**config.mk**
```make
export PLATFORM = sky130hd
export DESIGN_NAME = response_transmitter_flat
export DESIGN_NICKNAME = d
export VERILOG_FILES = /design/src/rtl/response_transmitter_pkg.sv /design/src/rtl/response_transmitter_if.sv /design/src/rtl/response_transmitter_fifo.sv /design/src/rtl/response_transmitter.sv /design/src/flat_wrapper.sv
export SDC_FILE = /design/constraint.sdc
export NUM_CORES = 1
export LEC_CHECK = 0
export CAP_MARGIN = 15
export CORE_MARGIN = 2
export CORE_UTILIZATION = 50
export CTS_BUF_LIST = sky130_fd_sc_hd__clkbuf_2 sky130_fd_sc_hd__clkbuf_4 sky130_fd_sc_hd__clkbuf_8
export DETAILED_ROUTE_END_ITERATION = 10
export PLACE_DENSITY = 0.68
export SLEW_MARGIN = 10
export SYNTH_ARGS = -nofsm -noshare
export SYNTH_HDL_FRONTEND = slang
export SYNTH_SLANG_ARGS = --single-unit
```
**constraint.sdc**
```tcl
create_clock -name clk -period 2.7 [get_ports clk]
set_clock_uncertainty 0.2 [all_clocks]
set_input_delay 0.675 -clock clk [delete_from_list [all_inputs] [get_ports clk]]
set_output_delay 0.675 -clock clk [all_outputs]
set_load 0.005 [all_outputs]
```
**src/rtl/response_transmitter_pkg.sv**
```systemverilog
// response_transmitter_pkg: shared FSM state type and constants for the UART response transmitter
package response_transmitter_pkg;
   typedef enum logic [1:0] {IDLE, START, DATA, STOP} tx_state_t;
   localparam int DATA_BITS = 8;
   localparam int DEFAULT_CLKS_PER_BIT = 868;
endpackage

```
**src/rtl/response_transmitter_if.sv**
```systemverilog
// response_transmitter_if: byte-queue write side and UART line/status of the transmitter
// Word_To_Send/Send_Word: byte and write strobe; Send_Ready: queue not full
// Tx: serial line; Tx_Busy: frame in progress or bytes queued; Overflow: sticky dropped write
interface response_transmitter_if;
   import response_transmitter_pkg::*;
   logic [DATA_BITS-1:0] Word_To_Send;
   logic Send_Word, Send_Ready, Tx, Tx_Busy, Overflow;
   modport master (output Word_To_Send, Send_Word, input Send_Ready, Tx, Tx_Busy, Overflow);
   modport slave (input Word_To_Send, Send_Word, output Send_Ready, Tx, Tx_Busy, Overflow);
endinterface

```
**src/rtl/response_transmitter_fifo.sv**
```systemverilog
// response_fifo: byte queue with synchronous write/pop and registered occupancy
// wr_en/wr_data: write (ignored when full); rd_en: pop (ignored when empty)
// rd_data: head entry; full/empty/count: occupancy status
module response_fifo import response_transmitter_pkg::*; #(
   parameter int DEPTH = 4,
   parameter int WIDTH = DATA_BITS
) (
   input  logic                     clk,
   input  logic                     reset,
   input  logic                     wr_en,
   input  logic [WIDTH-1:0]         wr_data,
   input  logic                     rd_en,
   output logic [WIDTH-1:0]         rd_data,
   output logic                     full,
   output logic                     empty,
   output logic [$clog2(DEPTH):0]   count
);
   localparam int AW = $clog2(DEPTH);
   logic [WIDTH-1:0] mem [DEPTH];
   logic [AW-1:0] wr_ptr, rd_ptr;
   logic push, pop;
   assign full = count == (AW+1)'(DEPTH);
   assign empty = count == '0;
   assign push = wr_en && !full;
   assign pop = rd_en && !empty;
   assign rd_data = mem[rd_ptr];
   // DEPTH is a power of two, so pointers wrap by natural overflow
   always_ff @(posedge clk or posedge reset)
      if (reset) begin
         wr_ptr <= '0;
         rd_ptr <= '0;
         count <= '0;
      end else begin
         wr_ptr <= push ? wr_ptr + AW'(1) : wr_ptr;
         rd_ptr <= pop ? rd_ptr + AW'(1) : rd_ptr;
         count <= count + (AW+1)'(push) - (AW+1)'(pop);
      end
   always_ff @(posedge clk)
      if (push) mem[wr_ptr] <= wr_data;
endmodule

```
**src/rtl/response_transmitter.sv**
```systemverilog
// response_transmitter: queued UART 8N1 transmitter for response bytes
// clk/reset: system clock, async active-high reset; bus: queue write side, Tx line and status
module response_transmitter import response_transmitter_pkg::*; #(
   parameter int CLKS_PER_BIT = DEFAULT_CLKS_PER_BIT,
   parameter int FIFO_DEPTH = 4
) (
   input  logic                   clk,
   input  logic                   reset,
   response_transmitter_if.slave  bus
);
   localparam int CW = $clog2(CLKS_PER_BIT);
   localparam int BW = $clog2(DATA_BITS);
   tx_state_t state, state_n;
   logic [CW-1:0] cnt, cnt_n;
   logic [BW-1:0] bit_idx, bit_n;
   logic [DATA_BITS-1:0] shreg, sh_n, head;
   logic tx, tx_n, pop, full, empty, last, overflow;
   logic [$clog2(FIFO_DEPTH):0] occ;
   response_fifo #(.DEPTH(FIFO_DEPTH), .WIDTH(DATA_BITS)) u_fifo (
      .clk(clk), .reset(reset), .wr_en(bus.Send_Word), .wr_data(bus.Word_To_Send),
      .rd_en(pop), .rd_data(head), .full(full), .empty(empty), .count(occ)
   );
   assign bus.Send_Ready = !full;
   assign bus.Tx = tx;
   assign bus.Tx_Busy = state != IDLE || occ != '0;
   assign bus.Overflow = overflow;
   assign last = cnt == CW'(CLKS_PER_BIT - 1);
   always_ff @(posedge clk or posedge reset)
      if (reset) begin
         state <= IDLE;
         cnt <= '0;
         bit_idx <= '0;
         shreg <= '0;
         tx <= 1'b1;
         overflow <= 1'b0;
      end else begin
         state <= state_n;
         cnt <= cnt_n;
         bit_idx <= bit_n;
         shreg <= sh_n;
         tx <= tx_n;
         overflow <= overflow | (bus.Send_Word & full);
      end
   // Tx is registered from the current state, so the line lags the state by one clock
   // and every level is still held for exactly CLKS_PER_BIT clocks
   always_comb begin
      state_n = state;
      bit_n = bit_idx;
      sh_n = shreg;
      pop = 1'b0;
      cnt_n = (state == IDLE || last) ? '0 : cnt + CW'(1);
      tx_n = state == START ? 1'b0 : state == DATA ? shreg[0] : 1'b1;
      case (state)
         IDLE: if (!empty) begin
            pop = 1'b1;
            sh_n = head;
            bit_n = '0;
            state_n = START;
         end
         START: state_n = last ? DATA : START;
         DATA: if (last) begin
            sh_n = shreg >> 1;
            bit_n = bit_idx + BW'(1);
            state_n = bit_idx == BW'(DATA_BITS - 1) ? STOP : DATA;
         end
         default: state_n = last ? IDLE : STOP;
      endcase
   end
endmodule

```
**src/flat_wrapper.sv**
```systemverilog
// flat-port wrapper written by rule: the top's interface ports become plain ports
module response_transmitter_flat import response_transmitter_pkg::*;
#(
   parameter int CLKS_PER_BIT = DEFAULT_CLKS_PER_BIT,
   parameter int FIFO_DEPTH = 4
)
  (clk, reset, bus_Word_To_Send, bus_Send_Word, bus_Send_Ready, bus_Tx, bus_Tx_Busy, bus_Overflow);
  response_transmitter_if bus_i ();
  input  logic clk;
  input  logic reset;
  input wire logic [$bits(bus_i.Word_To_Send)-1:0] bus_Word_To_Send;
  input wire logic [$bits(bus_i.Send_Word)-1:0] bus_Send_Word;
  output wire logic [$bits(bus_i.Send_Ready)-1:0] bus_Send_Ready;
  output wire logic [$bits(bus_i.Tx)-1:0] bus_Tx;
  output wire logic [$bits(bus_i.Tx_Busy)-1:0] bus_Tx_Busy;
  output wire logic [$bits(bus_i.Overflow)-1:0] bus_Overflow;
  assign bus_i.Word_To_Send = bus_Word_To_Send;
  assign bus_i.Send_Word = bus_Send_Word;
  assign bus_Send_Ready = bus_i.Send_Ready;
  assign bus_Tx = bus_i.Tx;
  assign bus_Tx_Busy = bus_i.Tx_Busy;
  assign bus_Overflow = bus_i.Overflow;
  response_transmitter #(.CLKS_PER_BIT(CLKS_PER_BIT), .FIFO_DEPTH(FIFO_DEPTH)) u_core (.clk(clk), .reset(reset), .bus(bus_i));
endmodule
```
==> impl_results.md <==
- Sequential share of power: approximately 50%
- ANT cells: 0
- Vias per inst: between 5 and 6
- Clk pwr share: ~36%
- Number of I/O port buffers: 14
- Layout cell share with drive strength beyond 1: 14.77%
- Top cells by area, synth: edfxtp_1 (34%), dfrtp_1 (28%), ha_1 (4.0%)
- Worst path required time: between 1.5 and 2 ns
- First-pass GRT wire length: between 7 and 8 mm
- Post-synthesis mux area share: 7.679%
- Switching share of power: a little under a quarter
- Yosys top cell area share: between 30% and 40%
- Crit path max fanout: 4
- WL final: around 4.4 mm
- Maximum vdd drop: between 0.4 and 0.5 mV
- Pre-antenna DRT Iters: 4
- Post-synthesis sequential area ratio: around 63%
- CTS max path bufs: 2
- Largest net degree at the start of global routing: 33
- Unrepaired setup endpoints after global routing: false
- GRT Residual Overflow: 0
- Iteration-0 DRC Markers: 76
- Post-CTS setup buffer count: 0
- Synth Area in XOR/XNOR: under 10%
- CTS tree: yes
- Hold path start: u_core.bus.Overflow$_DFF_PP0_
- Startpoint Class: flop
- Worst-margin pin slew: around 0.9 ns
- Dpl hpwl: about 2.8 mm
- Initial core utilization: between 50% and 60%
- Mapped Cells: between 200 and 250
- Synth Area per Inst: roughly 13 um2
- CP arrival: about 1.6 ns
- Nets: ~250
- Leak pwr: about 1.3 nW
- Final Util: 59.69%
- Top Ports: 15
- Post-DRT Antenna Nets: 0
- CTS Sinks: 64
- Average wire per standard cell: about 14 um
- Final Hold Vio Count: 0
- R2r setup slk: roughly 0.29 ns
- Die height: between 70 and 80 um
- Vias in the first global route: roughly 1500
- WHS Endpoint: u_core.bus.Overflow$_DFF_PP0_
- GRT Util Overall: 16.54%
- Chip Width: just under 80 um
- Max-cap violations: 0
- Setup Viol. Count Final: 0
- Initial antenna violation count: 0
- Simple-gate share of the synthesized area: between 10 and 15%
- Sw Pwr: 569.3 uW
- Combinational share of power: between 10% and 20%
- Setup TNS: 0 ns
- Cts hold-fix bufs: 0
- Area fraction in compound gates after synthesis: roughly 4.4%
- Cell Int Power: 1.892 mW
- R2R cell count: 9
- DR vias: between 1500 and 2000
- Hold Crit Class: flop to flop
- Post-synth design cell area: approximately 2800 um2
- Critical path class: flop to output pin
- DRC errors left: 0
- Core area: between 5000 and 6000 um2
- H-tree depth: 3
- Largest family of logic cells by synthesized area: simple AND/OR/NAND/NOR gates
- Post-synthesis adder-cell area fraction: under 10%
- Run status: finished clean
- Power Density: ~750 nW/um2
- TritonCTS Buffers: 9
- Reg2reg end: u_core.u_fifo.count[2]$_DFF_PP0_
- Slew Viols, Final: 0
- RePlAce Congestion: a little over 0.7
- Resize count post-CTS: 0
- Die ar.: ~6300 um2
- R2R Path Start: u_core.u_fifo.count[2]$_DFF_PP0_
- Clock latency on the worst-skew pair: roughly 0.33 ns
- Worst setup EP type: output pin
- Highest clock rate: ~400 MHz
- Seq cells post-synth: 64
- Clock root buffer: clkbuf_8
- Synth warn: 0
- Cell variety after synth: 38
- Final min period: between 2 and 3 ns
- Clock transition at path regs: roughly 0.070 ns
- # rows: 27
- Post-synth net total: 230
- Final period util: just over 90%
- Max_slew headroom: around two fifths
- Largest area contributor in the netlist: edfxtp_1
- Min-Delay Path Depth: 1
- Layout area overhead: 15.89%
## critical path: stages, from the launching register on
cell             delay (ns)
dfrtp_1                0.43
nor3_1                 0.21
buf_4                  0.17
nand2_1                0.06
clkdlybuf4s50_1        0.44
## cells by family (layout without fill, tap and decap cells)
logic type | count (synthesis) | after routing
multiplexers | 17 | 17
AND/OR/NAND/NOR | 72 | 72
AO/OA/AOI/OAI | 15 | 15
flip-flops | 64 | 64
buffers and inverters | 17 | 45
XOR/XNOR | 14 | 14
adder cells (fa/ha/maj) | 10 | 10
## per-layer routing
layer	up-vias	track usage [%]	wire length (um)	share of wire, %
met5	-	0	0	0
met4	0	5.690	24	0.55
met3	2	7.159	139	3.2
met2	17	25.00	2134	49
met1	770	21.48	2072	47
li1	793	-	-	-
## registers in the layout, summed over array words and instances, names as in the netlist, 2 cells and up
signal,flops
u_core.u_fifo.mem,32
u_core.cnt,10
u_core.shreg,8
u_core.bit_idx,3
u_core.u_fifo.count,3
u_core.state,2
u_core.u_fifo.rd_ptr,2
u_core.u_fifo.wr_ptr,2
## power groups by stage
stage,combinational [mW],clock (mW),sequential (mW)
after floorplan,0.225,0,1.25
after global placement,0.342,0,1.26
after detailed placement,0.357,0,1.26
after CTS,0.353,0.904,1.25
after global routing,0.394,0.950,1.26
final,0.342,0.874,1.24
## cell type report
type	instances	area, um2
Timing Repair Buffer	19	177.7
Multi-Input combinational cell	128	983.4
Fill cell	449	2206
Tap cell	72	90.09
Clock buffer	12	146.4
Clock inverter	4	68.82
Inverter	10	37.54
Sequential cell	64	1763
## layout by cell type, fill, tap and decap left out, types with 5 or more instances in the layout
cell type        Yosys  layout
nor2b_1              7       7
nand2_1              8       8
dfrtp_1             31      31
mux2i_1              7       7
nor3_1               9       9
clkdlybuf4s50_1      0      14
xnor2_1             10      10
ha_1                 9       9
inv_1               10      10
mux2_4               6       6
nor2_1              24      24
and3_1              11      11
buf_4                0       5
a2111oi_0            7       7
clkbuf_8             0       9
edfxtp_1            32      32
## Yosys cell counts
| library cell | n |
|---|---|
| nor4_1 | 1 |
| a31o_2 | 1 |
| buf_6 | 1 |
| mux4_2 | 1 |
| a311oi_1 | 1 |
| nor3_4 | 1 |
| mux2_2 | 2 |
| dfstp_2 | 1 |
| a22o_1 | 3 |
| dfrtp_1 | 31 |
| nand2b_1 | 1 |
| or4b_4 | 1 |
| nor3_1 | 9 |
| nor2b_1 | 7 |
| edfxtp_1 | 32 |
| xnor2_1 | 10 |
| and2_1 | 1 |
| mux2i_1 | 7 |
| a2111oi_0 | 7 |
| nor2_1 | 24 |
| buf_2 | 1 |
| ha_1 | 9 |
| nor4_4 | 1 |
| or2_1 | 1 |
| clkbuf_1 | 4 |
| xor2_1 | 4 |
| buf_1 | 1 |
| nand3_1 | 4 |
| mux2_1 | 1 |
| a21oi_1 | 2 |
| inv_1 | 10 |
| fa_1 | 1 |
| nand2_1 | 8 |
| mux2_4 | 6 |
| nand4_1 | 1 |
| and3_1 | 11 |
| and2b_1 | 1 |
| a21oi_2 | 1 |
## how the worst max path moves through the flow
stage | slack, ns | depth (start not counted) | startpoint | end
floorplan | 0.32 | 8 | u_core.u_fifo.count[2]$_DFF_PP0_ | u_core.u_fifo.count[2]$_DFF_PP0_
global placement | -0.04 | 8 | bus_Send_Word | u_core.u_fifo.count[2]$_DFF_PP0_
detailed placement | -0.11 | 8 | bus_Send_Word | u_core.u_fifo.count[2]$_DFF_PP0_
CTS | 0.17 | 4 | u_core.u_fifo.count[2]$_DFF_PP0_ | bus_Tx_Busy
global route | 0.08 | 4 | u_core.u_fifo.count[2]$_DFF_PP0_ | bus_Tx_Busy
finish | 0.20 | 4 | u_core.u_fifo.count[2]$_DFF_PP0_ | bus_Tx_Busy
## through the flow
stage                     cell area [um2]  hold WS (ns)  cells  worst slack [ns]  power, mW
after floorplan                      2819        0.2549    209            0.3171      1.475
after global placement               3052        0.2533    293          -0.03777      1.604
after detailed placement             3052        0.2576    293           -0.1093      1.620
after CTS                            3267        0.2726    309            0.1697      2.503
after global routing                 3267        0.2941    309           0.08184      2.604
final                                3267        0.2694    309            0.1979      2.461
Power figures use the tool's default switching activity.
==> RTL edit: new RTL, same settings <==
Encoding of `tx_state_t`: now one-hot (4 bits for 4 states).
--- a/src/rtl/response_transmitter_pkg.sv
+++ b/src/rtl/response_transmitter_pkg.sv
@@ -2,3 +2,3 @@
 package response_transmitter_pkg;
-   typedef enum logic [1:0] {IDLE, START, DATA, STOP} tx_state_t;
+   typedef enum logic [3:0] {IDLE = 4'b0001, START = 4'b0010, DATA = 4'b0100, STOP = 4'b1000} tx_state_t;
    localparam int DATA_BITS = 8;
Function: no difference found for any inputs over 10 cycles, from zero or initial values and one cycle with reset high; not proved beyond that.
==> RTL edit against the unedited design <==
- clock power is 2% lower
- first-iteration DRC count increased by 61%
- sequential cell count up 2
- sequential share of layout area rose by 0.14 points
- synthesized area rose by 2.2%
- core utilization is 0.88 points higher
- setup slack got worse by 0.050 ns
- power up 0.53%
- wire length is 5.5% higher
- critical path type unchanged
- cell area rose by 2.7%
- critical path depth down 1
==> RTL edit: results (changes against the unedited design) <==
Parameter                              Value

Status
  Outcome ... finished, final reports clean (unchanged)

Routing
  Overall routed net length ... 4610 um (was 4370 um)
  Iteration-0 DRC Markers ... 122 (was 76)

Logic synthesis
  Sequential element share of the synthesized area ... 62.96% (was 62.54%)
  Compound-gate portion of the synthesized area ... 6.296% (was 4.394%)
  Mapped Area ... 2882 um^2 (was 2819 um^2)
  Share of synthesized area spent on multiplexers ... 6.904% (was 7.679%)
  Mapped Nets ... 218 (was 230)
  Xor and xnor fraction of the mapped netlist area ... 4.255% (was 4.350%)

Power and ir drop
  Fraction of power consumed by sequential logic ... 51.9% (was 50.6%)
  Sequential-cell power consumption ... 1.28 mW (was 1.24 mW)
  Maximum vdd ir drop ... 0.4739 mV (was 0.4858 mV)
  Leakage ... 1.330 nW (about the same)
  Power in combinational cells ... 0.333 mW (was 0.342 mW)

Worst setup path
  Highest net fanout along the worst path ... 8 (was 4)
  Logic depth of the worst register-to-register path ... 10 (was 9)
  Critical path's top delay family ... flip-flops (was buffers and inverters)
  Arrival time reported for the critical path endpoint ... 1.68 ns (was 1.63 ns)
  Worst reg2reg setup slack ... 0.23 ns (was 0.29 ns)
  Startpoint of the worst register-to-register path ... u_core.state[1] (was u_core.u_fifo.count[2])

Cells and area
  Area taken by flip-flops and latches ... 1815 um^2 (was 1763 um^2)
  Number of sequential cells ... 66 (was 64)
  Total number of multi-input combinational cells ... 114 (was 128)
  Proportion of layout cells with a drive suffix above 1 ... 21.65% (was 14.77%)
  Number of buffers outside the clock class in the layout ... 23 (was 19)
  Fraction of area in multi-input gates ... 29.53% (was 30.10%)
  Number of inserted filler cells in the final layout ... 432 (was 449)

Timing
  Least-Margin Pin Slew ... 0.4226 ns (was 0.8880 ns)
  Tightest hold margin ... 0.2968 ns (was 0.2694 ns)
  Fmax ... 391.9 MHz (was 399.7 MHz)

Global routing
  GRT Total Usage ... 16.96% (was 16.54%)
  Number of global-route vias before repair ... 1676 (was 1549)
  Global-route wire length before repair ... 8031 um (was 7555 um)

Placement
  Half-perimeter wire length of the detailed placement result ... 3204 um (was 2790 um)
-- RTL edit: worst max path at each step --
| stage | from | depth (start not counted) | to |
|---|---|---|---|
| floorplan | u_core.u_fifo.count[2] | 9 | u_core.u_fifo.count[2] |
| finish | u_core.state[1] | 3 | bus_Tx_Busy |
| detailed placement | bus_Send_Word | 8 | u_core.u_fifo.count[2] |
| global placement | bus_Send_Word | 8 | u_core.u_fifo.count[2] |
| CTS | u_core.u_fifo.count[2] | 4 | bus_Tx_Busy |
| global route | u_core.u_fifo.count[2] | 4 | bus_Tx_Busy |
-- RTL edit: timing repair --
| action | in CTS | in global routing |
|---|---|---|
| hold endpoints to repair | 0 | 0 |
| gates resized for setup | 0 | 2 |
| buffers inserted | 1 | 2 |
| setup endpoints to repair | 1 | 1 |
-- RTL edit: routing by layer --
layer	track usage, %	vias to the layer above	part of all wire [%]
met5	0	-	0
met3	3.167	10	3.3
met1	22.81	805	46
li1	-	778	-
met2	26.67	32	49
met4	8.136	0	2.1
